### src/rtl/mem_write_arbiter.sv
// mem_write_arbiter: round-robin arbiter that funnels per-core write requests
// into a single registered output slot draining over a valid/ready handshake.
//
// state   | meaning
// --------+--------------------------------------------------------------
// S_EMPTY | output slot holds no write (mem_valid_o = 0)
// S_FULL  | output slot holds a write waiting for mem_ready_i
module mem_write_arbiter #(
    parameter int NUM_CORES      = 4,
    parameter int MEM_ADDR_WIDTH = 16,
    parameter int DATA_WIDTH     = 32,
    parameter int COUNT_WIDTH    = 16,
    localparam int IDX_W         = $clog2(NUM_CORES)
) (
    input  logic                                clk_i,
    input  logic                                reset_ni,
    input  logic [NUM_CORES-1:0]                req_valid_i,
    input  logic [NUM_CORES*MEM_ADDR_WIDTH-1:0] req_addr_i,
    input  logic [NUM_CORES*DATA_WIDTH-1:0]     req_data_i,
    output logic [NUM_CORES-1:0]                req_ack_o,
    output logic                                mem_valid_o,
    output logic [MEM_ADDR_WIDTH-1:0]           mem_addr_o,
    output logic [DATA_WIDTH-1:0]               mem_data_o,
    input  logic                                mem_ready_i,
    output logic [IDX_W-1:0]                    grant_idx_o,
    output logic                                busy_o,
    output logic [COUNT_WIDTH-1:0]              write_count_o
);

    typedef enum logic {
        S_EMPTY = 1'b0,
        S_FULL  = 1'b1
    } state_t;

    state_t                 state_q;
    state_t                 state_d;
    logic [NUM_CORES-1:0]   eligible;
    logic [NUM_CORES-1:0]   ack_d;
    logic [IDX_W-1:0]       winner;
    logic [IDX_W-1:0]       cand;
    logic                   found;
    logic                   slot_free;
    logic                   grant;

    assign mem_valid_o = (state_q == S_FULL);
    assign busy_o      = mem_valid_o || (|req_valid_i);

    // Round-robin search starting one past the last winner; a core whose ack
    // is visible this cycle is masked so a held valid is not granted twice.
    always_comb begin
        eligible = req_valid_i & ~req_ack_o;
        found    = 1'b0;
        winner   = grant_idx_o;
        cand     = '0;
        for (int i = 1; i <= NUM_CORES; i++) begin
            cand = IDX_W'((int'(grant_idx_o) + i) % NUM_CORES);
            if (!found && eligible[cand]) begin
                found  = 1'b1;
                winner = cand;
            end
        end
    end

    // Next-state and ack decode: the slot refills whenever it drains or is empty.
    always_comb begin
        state_d   = state_q;
        ack_d     = '0;
        slot_free = !mem_valid_o || mem_ready_i;
        grant     = slot_free && found;
        if (slot_free) begin
            state_d = grant ? S_FULL : S_EMPTY;
        end
        if (grant) begin
            ack_d[winner] = 1'b1;
        end
    end

    // State register and ack pulse.
    always_ff @(posedge clk_i or negedge reset_ni) begin
        if (!reset_ni) begin
            state_q   <= S_EMPTY;
            req_ack_o <= '0;
        end else begin
            state_q   <= state_d;
            req_ack_o <= ack_d;
        end
    end

    // Output slot payload and last-winner index; both hold unless a grant occurs.
    always_ff @(posedge clk_i or negedge reset_ni) begin
        if (!reset_ni) begin
            mem_addr_o  <= '0;
            mem_data_o  <= '0;
            grant_idx_o <= IDX_W'(NUM_CORES - 1);
        end else if (grant) begin
            mem_addr_o  <= req_addr_i[winner*MEM_ADDR_WIDTH +: MEM_ADDR_WIDTH];
            mem_data_o  <= req_data_i[winner*DATA_WIDTH +: DATA_WIDTH];
            grant_idx_o <= winner;
        end
    end

    // Completed-write counter, wrapping naturally.
    always_ff @(posedge clk_i or negedge reset_ni) begin
        if (!reset_ni) begin
            write_count_o <= '0;
        end else if (mem_valid_o && mem_ready_i) begin
            write_count_o <= write_count_o + COUNT_WIDTH'(1);
        end
    end

endmodule
### config.mk
export PLATFORM = sky130hd
export DESIGN_NAME = mem_write_arbiter
export DESIGN_NICKNAME = d
export VERILOG_FILES = /design/src/rtl/mem_write_arbiter.sv
export SDC_FILE = /design/constraint.sdc
export NUM_CORES = 1
export LEC_CHECK = 0
export ABC_CLOCK_PERIOD_IN_PS = 3700
export CAP_MARGIN = 25
export CORE_ASPECT_RATIO = 1.4
export CORE_MARGIN = 2
export CORE_UTILIZATION = 43
export CTS_CLUSTER_SIZE = 14
export DETAILED_ROUTE_END_ITERATION = 8
export PLACE_DENSITY_LB_ADDON = 0.25
export SLEW_MARGIN = 20
export SYNTH_ARGS = -nofsm -noshare
export SYNTH_HDL_FRONTEND = slang
export SYNTH_SLANG_ARGS = --single-unit
### constraint.sdc
create_clock -name clk_i -period 3.7 [get_ports clk_i]
set_clock_uncertainty 0.2 [all_clocks]
set_input_delay 0.74 -clock clk_i [delete_from_list [all_inputs] [get_ports clk_i]]
set_output_delay 0.74 -clock clk_i [all_outputs]
set_load 0.01 [all_outputs]
After elaboration in Yosys (flattened, before gate mapping)
Index checks and enable logic that the tools add are counted.
{"block": "word_totals", "register_bits": 71, "elab_cells": 54, "out_inout_bits": 72}
{"block": "op_classes", "n_bitwise": 2, "n_lt_le_gt_ge": 6, "n_reduce_logical": 13, "n_addsub": 5, "shift": 2, "mux": 20}
{"op": "indexed part select 128 x 8 -> 32 bit", "n": 1}
{"op": "indexed part select 64 x 7 -> 16 bit", "n": 1}
{"op": "adder 16 x 1 -> 16 bit, second input constant", "n": 1}
{"op": "less-than comparator 2 x 3 -> 1 bit, second input constant", "n": 5}
{"op": "2-to-1 mux 1 bit", "n": 10}
{"op": "binary-select mux 1 bit (select 2 bit)", "n": 4}
{"op": "2-to-1 mux 2 bit", "n": 4}
{"op": "logical AND 1 bit", "n": 6}
{"op": "adder 2 x 1 -> 2 bit, second input constant", "n": 2}
{"op": "adder 2 bit, second input constant", "n": 2}
{"op": "bitwise AND 4 bit", "n": 1}
{"op": "logical NOT 1 bit", "n": 4}
{"op": "2-to-1 mux 4 bit", "n": 1}
{"op": "inverter 4 bit", "n": 1}
{"op": "OR reduction 4 bit", "n": 1}
{"op": "demux 1 bit (select 2 bit)", "n": 1}
{"op": "greater-or-equal comparator 2 x 1 -> 1 bit, second input constant", "n": 1}
{"op": "logical OR 1 bit", "n": 2}

Logic depth before layout (Yosys ltp)
Gate-level depths: netlist of the first run.
{"block": "logic_depth", "ltp_word": 19, "mapped_depth": 8}

Least setup slack after synthesis of the first run
No wires, ideal clock.
{"block": "synth_path", "path_type": "input to register", "start": "in req_valid_i[1]", "end": "reg mem_addr_o[0]", "required_time_ns": 3.365, "setup_slack_ns": 1.257, "cell_stages": 7, "arrival_ns": 2.109, "cell_sequence": "and2b_1 a221oi_4 buf_2 buf_2 a211oi_1 a221oi_1 o31ai_1"}
{"block": "synth_between", "elab_chain_len": 14, "elab_cells_between_ends": 25, "cone_classes": "shift (1); mux (16); bitwise (1); reduce/logical (7)"}
{"item": "from (decl)", "line_no": "17", "text": "input logic [NUM_CORES-1:0] req_valid_i,"}
{"item": "bitwise AND 4 bit *", "line_no": "51", "text": "eligible = req_valid_i & ~req_ack_o;"}
{"item": "binary-select mux 1 bit (select 2 bit)", "line_no": "57", "text": "if (!found && eligible[cand]) begin"}
{"item": "2-to-1 mux 1 bit (not written as such)", "line_no": "57"}
{"item": "2-to-1 mux 1 bit", "line_no": "57"}
{"item": "logical NOT 1 bit", "line_no": "57"}
{"item": "logical AND 1 bit", "line_no": "57"}
{"item": "2-to-1 mux 1 bit", "line_no": "57"}
{"item": "logical NOT 1 bit", "line_no": "57"}
{"item": "logical AND 1 bit", "line_no": "57"}
{"item": "2-to-1 mux 1 bit", "line_no": "57"}
{"item": "logical NOT 1 bit", "line_no": "57"}
{"item": "logical AND 1 bit", "line_no": "57"}
{"item": "2-to-1 mux 2 bit or 2-to-1 mux 1 bit (tied branches)", "line_no": "57"}
{"item": "indexed part select 64 x 7 -> 16 bit or logical AND 1 bit (tied branches)", "line_no": "96, 69"}
{"item": "to (signal assigned)", "line_no": "96", "text": "mem_addr_o <= req_addr_i[winner*MEM_ADDR_WIDTH +: MEM_ADDR_WIDTH];"}
{"item": "to (decl)", "line_no": "22", "text": "output logic [MEM_ADDR_WIDTH-1:0] mem_addr_o,"}
Mark *: on every way between the ends. The rest lies on a longest branch, timed or not. The select of a mux whose other input is x is not followed.
A chain may end at the register's enable or synchronous reset.

Worst setup path in the final report of the first run
{"block": "layout_path", "start": "in req_valid_i[2]", "end": "out busy_o"}
{"block": "layout_between", "elab_chain_len": 2}
{"item": "OR reduction 4 bit", "line_no": "46", "text": "assign busy_o = mem_valid_o || (|req_valid_i);"}
{"item": "logical OR 1 bit", "line_no": "46"}
{"item": "to (decl)", "line_no": "26", "text": "output logic busy_o,"}
No other way between the ends.

==> summary.md, run 1 <==
| Metric | Value |
|---|---|
| Final setup TNS | 0 ns |
| Setup WS pre-CTS | 0.341 ns |
| P_leak | 3.34 nW |
| DRT Wirelength | 19.4 mm |
| Global route overflow | 0 |
| FF-to-FF path depth | 5 |
| Post-Synthesis Cells | approximately 600 |
| Cell variety after synth | 35 |
| Hold Vio Cnt, Final | 0 |
| Resized cells post-CTS | 0 |
| TritonCTS Buffers | 9 |
| Worst skew pair latency | approximately 0.33 ns |
| Die ar. | 12700 µm² |
| Final #Nets | roughly 1000 |
| Hold_buf cts | 0 |
| Cell area after synthesis | 5060 µm² |
| Final Core Density | 0.718 |
| Global routing's busiest layer | met2 |
| ANT cells | 0 |
| Gpl congestion | 0.854 |
| Initial core utilization | 0.444 |
| Power Density | 742 nW/µm² |
| Worst path required time | 2.76 ns |
| Initial DRC Count | 456 |
| Area grow syn2layout | 61.7% |
| First-pass GRT wire length | 29.7 mm |
| Syn_nets | 807 |
| Drt pass-1 iters | 6 |
| Fillers | ~850 |
| Mapped Avg Cell Area | between 8 and 9 µm² |
| Worst Setup End Kind | primary output |
| Sequential-to-total area share from yosys stat | 0.352 |
| CTS max path bufs | 2 |
| WL/cell | 19.8 µm |
| Hold Crit Depth | 1 |
| Area share of the largest cell type after synthesis | 0.341 |
| H-tree depth | 3 |
| Root buf cell | clkbuf_16 |
| Clk slew on worst S/H paths | 0.06 ns |
| I/O pin total | 271 |
| Vias | approximately 6000 |
| Slew @ Worst Pin | 0.915 ns |
| Fin crit share | 0.821 |
| Highest Clock Rate | 0.329 GHz |
| Placeable Area | ~11000 µm² |
| Largest cells by area after synthesis | dfrtp_1 34%, a211oi_1 14%, a2111oi_0 8.3% |
| CTS tree | done |
| Reg2Reg Setup Slack | 0.91 ns |
| Setup bufs post-CTS | 0 |
| CTS Sinks | 71 |
| Tmin final | 3.04 ns |
| Routed Antenna Nets | 0 |
| Max cap viols | 0 |
| Largest net degree at the start of global routing | 74 |
| Residual DRC | 0 |
| Worst Path Max Fanout | 3 |
| Slew Limit Headroom | 0.390 |
| Share of layout cells above drive strength 1 | 0.0563 |
| Max Slew Vio Count | 0 |
| Hold Crit Class | register to register |
| Total GRT Usage | 0.298 |
| Post-DP HPWL | 13.6 mm |
| Avg Vias per Cell | between 6 and 7 |
| Status | complete, no violations |
| Kind of critical path | primary input to primary output |
| Yosys top cell by area | dfrtp_1 |
| Initial antenna violation count | 0 |
| RSZ-0062 raised after global routing | no |
| Routing usage on met3 | 0.0646 |
| FP Rows | 46 |
| DIE WIDTH | 95.7 µm |
| Yosys reg bits | 71 |
| VDD IR max | just under 0.0005 V |
| # setup viols final | 0 |
| Reg-to-reg endpoint | mem_data_o[12] |
| Min-delay src | write_count_o[15] |
| Critical Path AT | 2.10 ns |
| Final worst slack | 0.662 ns |
| Reg2reg start | grant_idx_o[1] |
| Startpoint Class | primary input |
| Grt met1 use | 0.350 |
| Vias in the first global route | 5998 |
| Die height | 132 µm |
| Grt met2 use | 0.494 |
| IO Port Bufs | 270 |
| Yosys warns | 0 |
| Worst Hold Path EP | write_count_o[15] |
| Crit path launch | req_valid_i[2] |
[how the worst max path moves through the flow]
stage                     end  slack (ns)  cells past startpoint
2_1_floorplan   mem_addr_o[0]        1.26                      7
3_3_place_gp   mem_data_o[13]        0.33                      8
3_5_place_dp   mem_data_o[13]        0.34                      8
4_1_cts                busy_o        0.69                      4
5_1_grt        mem_data_o[14]        0.51                      8
6_report               busy_o        0.66                      4
[area by class of cell]
class	instances	area, µm²	share of cell area
clock inverters	7	80.1	0.00979
repair buffers	287	2900	0.355
flip-flops and latches	71	1780	0.218
clock buffers	9	225	0.0275
well taps	144	180	0.0220
inverters	97	364	0.0445
multi-input cells	364	2640	0.323
[layer usage]
layer | vias to the layer above | part of all wire
met4 | 0 | 0.053
li1 | 2757 | -
met2 | 377 | 0.50
met1 | 2800 | 0.36
met5 | - | 0
met3 | 88 | 0.086
[sequential cells by signal (all words and copies together), names as in the netlist]
register	flops
grant_idx_o	2
mem_data_o	32
mem_valid_o	1
req_ack_o	4
write_count_o	16
mem_addr_o	16
[worst max-delay path, stage by stage]
cell and delay [ns]:
clkdlybuf4s50_1 0.45, nor3_1 0.29, nand2_1 0.10, clkdlybuf4s50_1 0.52
[where the power goes]
part	leakage (nW)	internal, mW	switching (mW)
Clock	0.143	0.529	0.361
Sequential	0.879	1.13	0.331
Combinational	2.32	1.72	2.00
Total	3.34	3.37	2.69
[cells by family after synthesis]
family / count (synthesis) / synth area share
flip-flops: 71 / 0.352
AND/OR/NAND/NOR: 97 / 0.0854
adder cells (fa/ha/maj): 1 / 0.00247
XOR/XNOR: 15 / 0.0260
multiplexers: 3 / 0.00643
buffers and inverters: 172 / 0.133
AO/OA/AOI/OAI: 248 / 0.395
[Yosys cell counts, drive strengths merged]
library cell,count
inv,97
a211oi,96
dfrtp,69
nand2,59
clkbuf,55
a221oi,49
a2111oi,48
o31ai,48
buf,20
xnor2,10
nand2b,7
nand3,7
nor3,7
nor2,6
xor2,5
nand4,3
o22ai,3
and2b,2
and3,2
dfstp,2
mux2,2
o21ai,2
a21o,1
a21oi,1
and2,1
and4,1
ha,1
mux2i,1
nor2b,1
or2,1
[placed cells by master (no fill, tap or decap), types with 2 or more instances in the layout]
cell               n
nor3_1             6
dfrtp_1           69
xnor2_1           10
nand3_1            6
and2b_1            2
and3_1             2
buf_4             12
nor2_1             6
inv_6              2
o31ai_1           48
a221oi_1          48
o22ai_1            2
o21ai_0            2
clkbuf_16          9
a211oi_1          96
mux2_2             2
clkinvlp_4         2
nand2_1           59
inv_1             96
xor2_1             5
nand2b_1           6
clkdlybuf4s50_1  269
buf_12             6
clkinv_4           2
nand4_1            3
a2111oi_0         48
[stage by stage]
step / std cells / power (mW) / hold WS (ns) / cell area (µm²)
after CTS: 979 / 6.05 / 0.275 / 8180
after global routing: 979 / 6.43 / 0.298 / 8180
after floorplan: 607 / 3.55 / 0.244 / 5060
after global placement: 963 / 5.03 / 0.260 / 7870
final: 979 / 6.07 / 0.273 / 8180
after detailed placement: 963 / 5.14 / 0.265 / 7870
Note: power is estimated with default switching activity, not from simulation.
==> run 2, diff against run 1 <==
--- a/config.mk
+++ b/config.mk
@@ -5,11 +5,11 @@
 export SDC_FILE = /design/constraint.sdc
 export NUM_CORES = 1
 export LEC_CHECK = 0
-export ABC_CLOCK_PERIOD_IN_PS = 3700
+export ABC_CLOCK_PERIOD_IN_PS = 2400
 export CAP_MARGIN = 25
 export CORE_ASPECT_RATIO = 1.4
 export CORE_MARGIN = 2
-export CORE_UTILIZATION = 43
+export CORE_UTILIZATION = 36
 export CTS_CLUSTER_SIZE = 14
 export DETAILED_ROUTE_END_ITERATION = 8
 export PLACE_DENSITY_LB_ADDON = 0.25
==> constraint.sdc (replaced) <==
create_clock -name clk_i -period 2.4 [get_ports clk_i]
set_clock_uncertainty 0.2 [all_clocks]
set_input_delay 0.48 -clock clk_i [delete_from_list [all_inputs] [get_ports clk_i]]
set_output_delay 0.48 -clock clk_i [all_outputs]
set_load 0.01 [all_outputs]
==> summary.md, run 2 (same netlist as run 1, synthesis figures left out) <==
| Metric | Value |
|---|---|
| Startpoint Class | register |
| Avg Vias per Cell | 5.89 |
| Largest regs | mem_data_o x32, mem_addr_o x16, write_count_o x16 |
| FF-to-FF path depth | 7 |
| Footprint of the multi-input gates | 2890 µm² |
| Power Density | roughly 1300 nW/µm² |
| Status | complete, no violations |
| First-pass GRT wire length | 32.1 mm |
| Highest Clock Rate | 0.432 GHz |
| Clock power frac | 0.142 |
| DIE WIDTH | 104 µm |
| Share of power burned in registers | 0.181 |
| H-tree depth | 3 |
| # setup viols final | 0 |
| CTS tree | done |
| Hold Vio Cnt, Final | 0 |
| I/O pin total | around 270 |
| Drt pass-1 iters | 5 |
| Worst Path Max Fanout | 11 |
| Worst Setup End Kind | register |
| Vias in the first global route | 6224 |
| DRT Wirelength | 22.0 mm |
| TritonCTS Buffers | 9 |
| Slew Limit Headroom | 0.488 |
| Reg area | between 1500 and 2000 µm² |
| Clk slew on worst S/H paths | ~0.060 ns |
| CTS max path bufs | 2 |
| Logic pwr share | 0.677 |
| Max reg flops | 32 |
| Vias | 6331 |
| Die height | 144 µm |
| Placeable Area | 13800 µm² |
| IO Port Bufs | 270 |
| Kind of critical path | register to register |
| Fillers | 1102 |
| Die ar. | around 15000 µm² |
| Most common cell after layout, fill and taps aside | clkdlybuf4s50_1 |
| Share of layout cells above drive strength 1 | 0.147 |
| Max cap viols | 0 |
| Root buf cell | clkbuf_16 |
| Final #Nets | 1084 |
| Global route overflow | 0 |
| CTS Sinks | 71 |
| Final worst slack | 0.0847 ns |
| Routed Antenna Nets | 0 |
| Residual DRC | 0 |
| Largest net degree at the start of global routing | 60 |
| Area grow syn2layout | 84.2% |
| Critical Path AT | 2.32 ns |
| Initial DRC Count | 463 |
| Setup WS pre-CTS | -0.610 ns |
| Cell-internal power | 6.91 mW |
| Hold Crit Class | primary input to asynchronous set/reset pin |
| Max Slew Vio Count | 0 |
| Tmin final | 2.32 ns |
| Initial core utilization | 0.365 |
| WL/cell | 20.5 µm |
| Fin crit share | 0.965 |
| Biggest register | mem_data_o |
| Worst skew pair latency | ~0.33 ns |
| Switching share of power | 0.415 |
| VDD IR max | ~0.00070 V |
| Total GRT Usage | 0.267 |
| Initial antenna violation count | 1 |
| Worst path required time | 2.40 ns |
| NetSw | roughly 4.9 mW |
| P_leak | 3.85 nW |
| Gpl congestion | between 0.9 and 1 |
| Commonest cells after routing, fill and taps aside | 263 x clkdlybuf4s50_1, 96 x inv_1, 96 x a211oi_1, 69 x dfrtp_1, 59 x nand2_1 |
| Slew @ Worst Pin | 0.768 ns |
| Final setup TNS | 0 ns |
| FP Rows | 51 |
| Post-DP HPWL | approximately 15 mm |
==> run 2: cell count changes in the layout (fill, tap and decap cells not counted), moves of 4 or more <==
| cell | change |
|---|---|
| a2111oi_1 | +16 |
| buf_4 | +26 |
| clkbuf_16 | +9 |
| buf_12 | +12 |
| a2111oi_0 | -41 |
| clkdlybuf4s50_1 | -6 |
| buf_6 | +4 |
| dlymetal6s2s_1 | +4 |
| a2111oi_2 | +22 |
==> run 2: worst paths after layout <==
check / startpoint / to / slack (ns)
worst max register to register: req_ack_o[1] / mem_addr_o[11] / 0.08
worst max-delay path: req_ack_o[1] / mem_addr_o[11] / 0.08
worst min register to register: mem_data_o[18] / mem_data_o[18] / 0.28
max in group asynchronous: reset_ni / mem_data_o[30] / 1.34
worst min-delay path: reset_ni / write_count_o[9] / 0.008
min in group clk_i: mem_data_o[18] / mem_data_o[18] / 0.28
==> run 2: power by group through the flow <==
stage,logic (mW),clock network (mW),registers (mW)
finish,8.01,1.68,2.14
global route,8.51,1.74,2.20
CTS,6.85,1.69,2.13
detailed placement,6.52,0,2.14
global placement,6.32,0,2.13
floorplan,3.18,0,2.29
==> run 2: layout make-up <==
class / instances / area share
diodes: 1 / 0.000269
clock buffers: 9 / 0.0242
clock inverters: 7 / 0.0154
inverters: 97 / 0.0391
multi-input cells: 364 / 0.310
flip-flops and latches: 71 / 0.191
well taps: 185 / 0.0248
repair buffers: 341 / 0.395
==> run 2: critical path: stages, from the launching register on <==
cell and delay (ns):
dfrtp_1 0.40, and2b_2 0.25, buf_4 0.12, o22ai_4 0.09
a21o_4 0.30, clkbuf_16 0.20, a2111oi_1 0.50, o31ai_1 0.11
==> run 2: stage by stage <==
stage / total power, mW / hold WS, ns / area [µm²] / utilization / cells
2_1_floorplan: 5.47 / -0.0156 / 5060 / - / 607
3_3_place_gp: 8.45 / 0.260 / 8350 / 0.603 / 1043
3_5_place_dp: 8.66 / 0.265 / 8360 / 0.604 / 1044
4_1_cts: 10.7 / 0.0422 / 8870 / 0.640 / 1061
5_1_grt: 12.5 / 0.0643 / 9310 / 0.673 / 1074
6_report: 11.8 / 0.00765 / 9320 / 0.673 / 1075
==> run 2: metal layers <==
metal,global-route usage,vias up,share of wire
met2,0.472,400,0.51
met1,0.308,2986,0.37
li1,-,2863,-
met4,0.149,0,0.047
met5,0,-,0
met3,0.0478,82,0.074
==> run 2: repair_timing <==
| item | CTS | global route |
|---|---|---|
| gates resized for setup | 43 | 51 |
| buffers inserted | 0 | 4 |
| setup endpoints to repair | 39 | 48 |
| pin swaps | 12 | 15 |
| hold buffers | 0 | 0 |
| cloned | 1 | 9 |
==> run 3, diff against run 2 <==
--- a/config.mk
+++ b/config.mk
@@ -5,11 +5,12 @@
 export SDC_FILE = /design/constraint.sdc
 export NUM_CORES = 1
 export LEC_CHECK = 0
+export ABC_AREA = 1
 export ABC_CLOCK_PERIOD_IN_PS = 2400
 export CAP_MARGIN = 25
 export CORE_ASPECT_RATIO = 1.4
 export CORE_MARGIN = 2
-export CORE_UTILIZATION = 36
+export CORE_UTILIZATION = 39
 export CTS_CLUSTER_SIZE = 14
 export DETAILED_ROUTE_END_ITERATION = 8
 export PLACE_DENSITY_LB_ADDON = 0.25
==> summary.md, run 3 <==
| Metric | Value |
|---|---|
| Violated checks | setup timing |
| Main synth FF type | dfrtp_1 |
| Placeable Area | 14900 µm² |
| Mapped Avg Cell Area | around 6.7 µm² |
| Routed Antenna Nets | 0 |
| Final Core Density | 0.698 |
| First-pass GRT wire length | 31.5 mm |
| Yosys reg bits | 71 |
| Sequential-to-total area share from yosys stat | 0.302 |
| Max cap viols | 0 |
| Cell variety after synth | 33 |
| Slew @ Worst Pin | 0.494 ns |
| Commonest cells post-synth | 232 x nand3_1, 227 x nand2_1, 155 x inv_1, 69 x dfrtp_1, 49 x nand3b_1 |
| Vias | 7224 |
| Number of synthesized flops with an enable pin | 0 |
| Largest net degree at the start of global routing | 41 |
| Hold_ws | 0.279 ns |
| Syn_nets | 1085 |
| Tmin final | 2.45 ns |
| CP bufs+invs | 3 |
| # setup viols final | 38 |
| Top-count cell post-synth | nand3_1 |
| Avg Vias per Cell | between 5 and 6 |
| Yosys top cell by area | dfrtp_1 |
| Cell area after synthesis | approximately 5900 µm² |
| Commonest cells after routing, fill and taps aside | 265 x clkdlybuf4s50_1, 214 x nand2_1, 208 x nand3_1, 155 x inv_1, 69 x dfrtp_1 |
| Initial antenna violation count | 2 |
| Final setup TNS | -0.906 ns |
| Drt pass-1 iters | 8 |
| Initial core utilization | 0.395 |
| Total GRT Usage | 0.247 |
| Kind of critical path | primary input to register |
| Worst Setup End Kind | register |
| Die height | 149 µm |
| Highest Clock Rate | 0.407 GHz |
| I/O pin total | 271 |
| TritonCTS Buffers | 9 |
| Residual DRC | 0 |
| Status | finished, violations left |
| Root buf cell | clkbuf_16 |
| CTS max path bufs | 2 |
| Hold Vio Cnt, Final | 0 |
| Share of layout cells above drive strength 1 | 0.166 |
| Post-DP HPWL | 15.0 mm |
| Global route overflow | 0 |
| Final worst slack | -0.0549 ns |
| Area share of the largest cell type after synthesis | 0.293 |
| Fillers | between 1000 and 1500 |
| Initial DRC Count | 460 |
| Biggest register | mem_data_o |
| Final Non-Filler Cells | around 1400 |
| Hold Crit Class | register to register |
| CTS Sinks | 71 |
| VDD IR max | 0.00111 V |
| Die ar. | about 16000 µm² |
| Post-Synthesis Cells | just under 900 |
| Clk slew on worst S/H paths | 0.07 ns |
| Vias in the first global route | 6407 |
| Power Density | 1700 nW/µm² |
| Largest delay share family, worst path | simple AND/OR/NAND/NOR gates |
| Max reg flops | 32 |
| RSZ-0062 raised after global routing | yes |
| Area grow syn2layout | 76.9% |
| FP Rows | 53 |
| Gpl congestion | 0.867 |
| Cells after DPL | approximately 1300 |
| Crit path max-delay cell type | clkdlybuf4s50_1 |
| Worst skew pair latency | 0.35 ns |
| Largest cells by area after synthesis | dfrtp_1 29%, nand3_1 20%, nand2_1 14% |
| DIE WIDTH | 108 µm |
| Max Slew Vio Count | 0 |
| IO Port Bufs | 270 |
| P_leak | approximately 5.4 nW |
| WL/cell | 16.8 µm |
| DRT Wirelength | approximately 23 mm |
| Setup WS pre-CTS | -0.252 ns |
| Hold Crit Depth | 2 |
| Fin crit share | 1.02 |
| Yosys warns | 0 |
| CP Depth | 14 |
| H-tree depth | 3 |
| Startpoint Class | primary input |
| Critical Path AT | 2.50 ns |
| CTS tree | done |
| Worst Path Max Fanout | 6 |
| FF-to-FF path depth | 14 |
| Asr flop ratio synth | 1.00 |
| Worst-path cell chain | clkdlybuf4s50_1, nand3_2, nand2_2, nand2_2, nand2_4, nand3_4, buf_12, nand2_8, clkbuf_16, nand3b_1, nand3_1, nand2_1, nand2_1, nand2_1 |
| Worst path required time | 2.45 ns |
| Slew Limit Headroom | 0.671 |
| Critical path's largest stage delay | 0.55 ns |
| Largest regs | mem_data_o x32, mem_addr_o x16, write_count_o x16 |
| Cell mode on critical path | nand2_1 |
| Most common cell after layout, fill and taps aside | clkdlybuf4s50_1 |
| Final #Nets | 1395 |
[run 3: cell count changes after synthesis, moves of 49 or more]
cell,delta
nand3b_1,+49
inv_1,+59
nand2_1,+168
a211oi_1,-96
nand3_1,+225
[run 3: path summary, 6_finish.rpt]
| path | from | endpoint | slack (ns) |
|---|---|---|---|
| hold / removal | mem_data_o[14] | mem_data_o[14] | 0.28 |
| setup / recovery | req_valid_i[0] | mem_addr_o[8] | -0.05 |
| max in group asynchronous | reset_ni | grant_idx_o[1] | 0.90 |
| min in group asynchronous | reset_ni | mem_addr_o[9] | 0.43 |
| setup reg to reg | grant_idx_o[0] | mem_addr_o[8] | -0.05 |
| hold reg to reg | mem_data_o[14] | mem_data_o[14] | 0.28 |
[run 3: cell type report]
cell class                      instances  area (µm²)  share of cell area
Clock inverter                          6        72.6             0.00697
Sequential cell                        71        1780               0.171
Antenna cell                            2        5.00            0.000480
Inverter                              159         599              0.0575
Timing Repair Buffer                  358        4050               0.389
Tap cell                              192         240              0.0231
Multi-Input combinational cell        596        3430               0.329
Clock buffer                           10         239              0.0229
[run 3: metal layers]
| layer | wire [µm] | up-vias | share of wire | track usage |
|---|---|---|---|---|
| met5 | 0 | - | 0 | 0 |
| met4 | 822 | 0 | 0.035 | 0.0923 |
| met3 | 1520 | 54 | 0.065 | 0.0463 |
| met2 | 12400 | 312 | 0.53 | 0.448 |
| met1 | 8710 | 3424 | 0.37 | 0.283 |
| li1 | - | 3434 | - | - |
[run 3: repair_timing]
item	4_1_cts	5_1_grt
setup endpoints to repair	50	55
buffers inserted	2	16
pin swaps	0	35
gates cloned	0	21
hold buffers	1	0
hold endpoints to repair	31	0
gates resized for setup	1	71
[run 3: stage by stage]
stage          instance area, µm²  total power, mW
4_1_cts                      9470             14.6
5_1_grt                     10400             19.0
6_report                    10400             17.7
3_5_place_dp                 9130             13.0
2_1_floorplan                5890             9.06
3_3_place_gp                 9130             12.9
[run 3: logic make-up (layout without fill, tap and decap cells)]
family	Yosys count	after routing	share of synthesized area
AO/OA/AOI/OAI	7	7	0.00659
AND/OR/NAND/NOR	569	572	0.497
other	0	2	0
multiplexers	1	1	0.00191
flip-flops	71	71	0.302
adder cells (fa/ha/maj)	1	1	0.00212
buffers and inverters	221	533	0.168
XOR/XNOR	15	15	0.0223
[run 3: where the power goes]
group	internal (mW)	leakage, nW	switching [mW]
Sequential	1.77	0.876	0.330
Combinational	6.74	4.34	7.47
Clock	0.849	0.151	0.582
Total	9.36	5.37	8.38
[run 3: worst register-to-register path, cell delays in order, from the launching register on]
cell	delay, ns
dfstp_2	0.57
buf_12	0.13
nand3_2	0.12
nand2_2	0.12
nand2_2	0.08
nand2_4	0.13
nand3_4	0.22
buf_12	0.21
nand2_8	0.10
clkbuf_16	0.17
nand3b_1	0.08
nand3_1	0.09
nand2_1	0.05
nand2_1	0.06
nand2_1	0.05
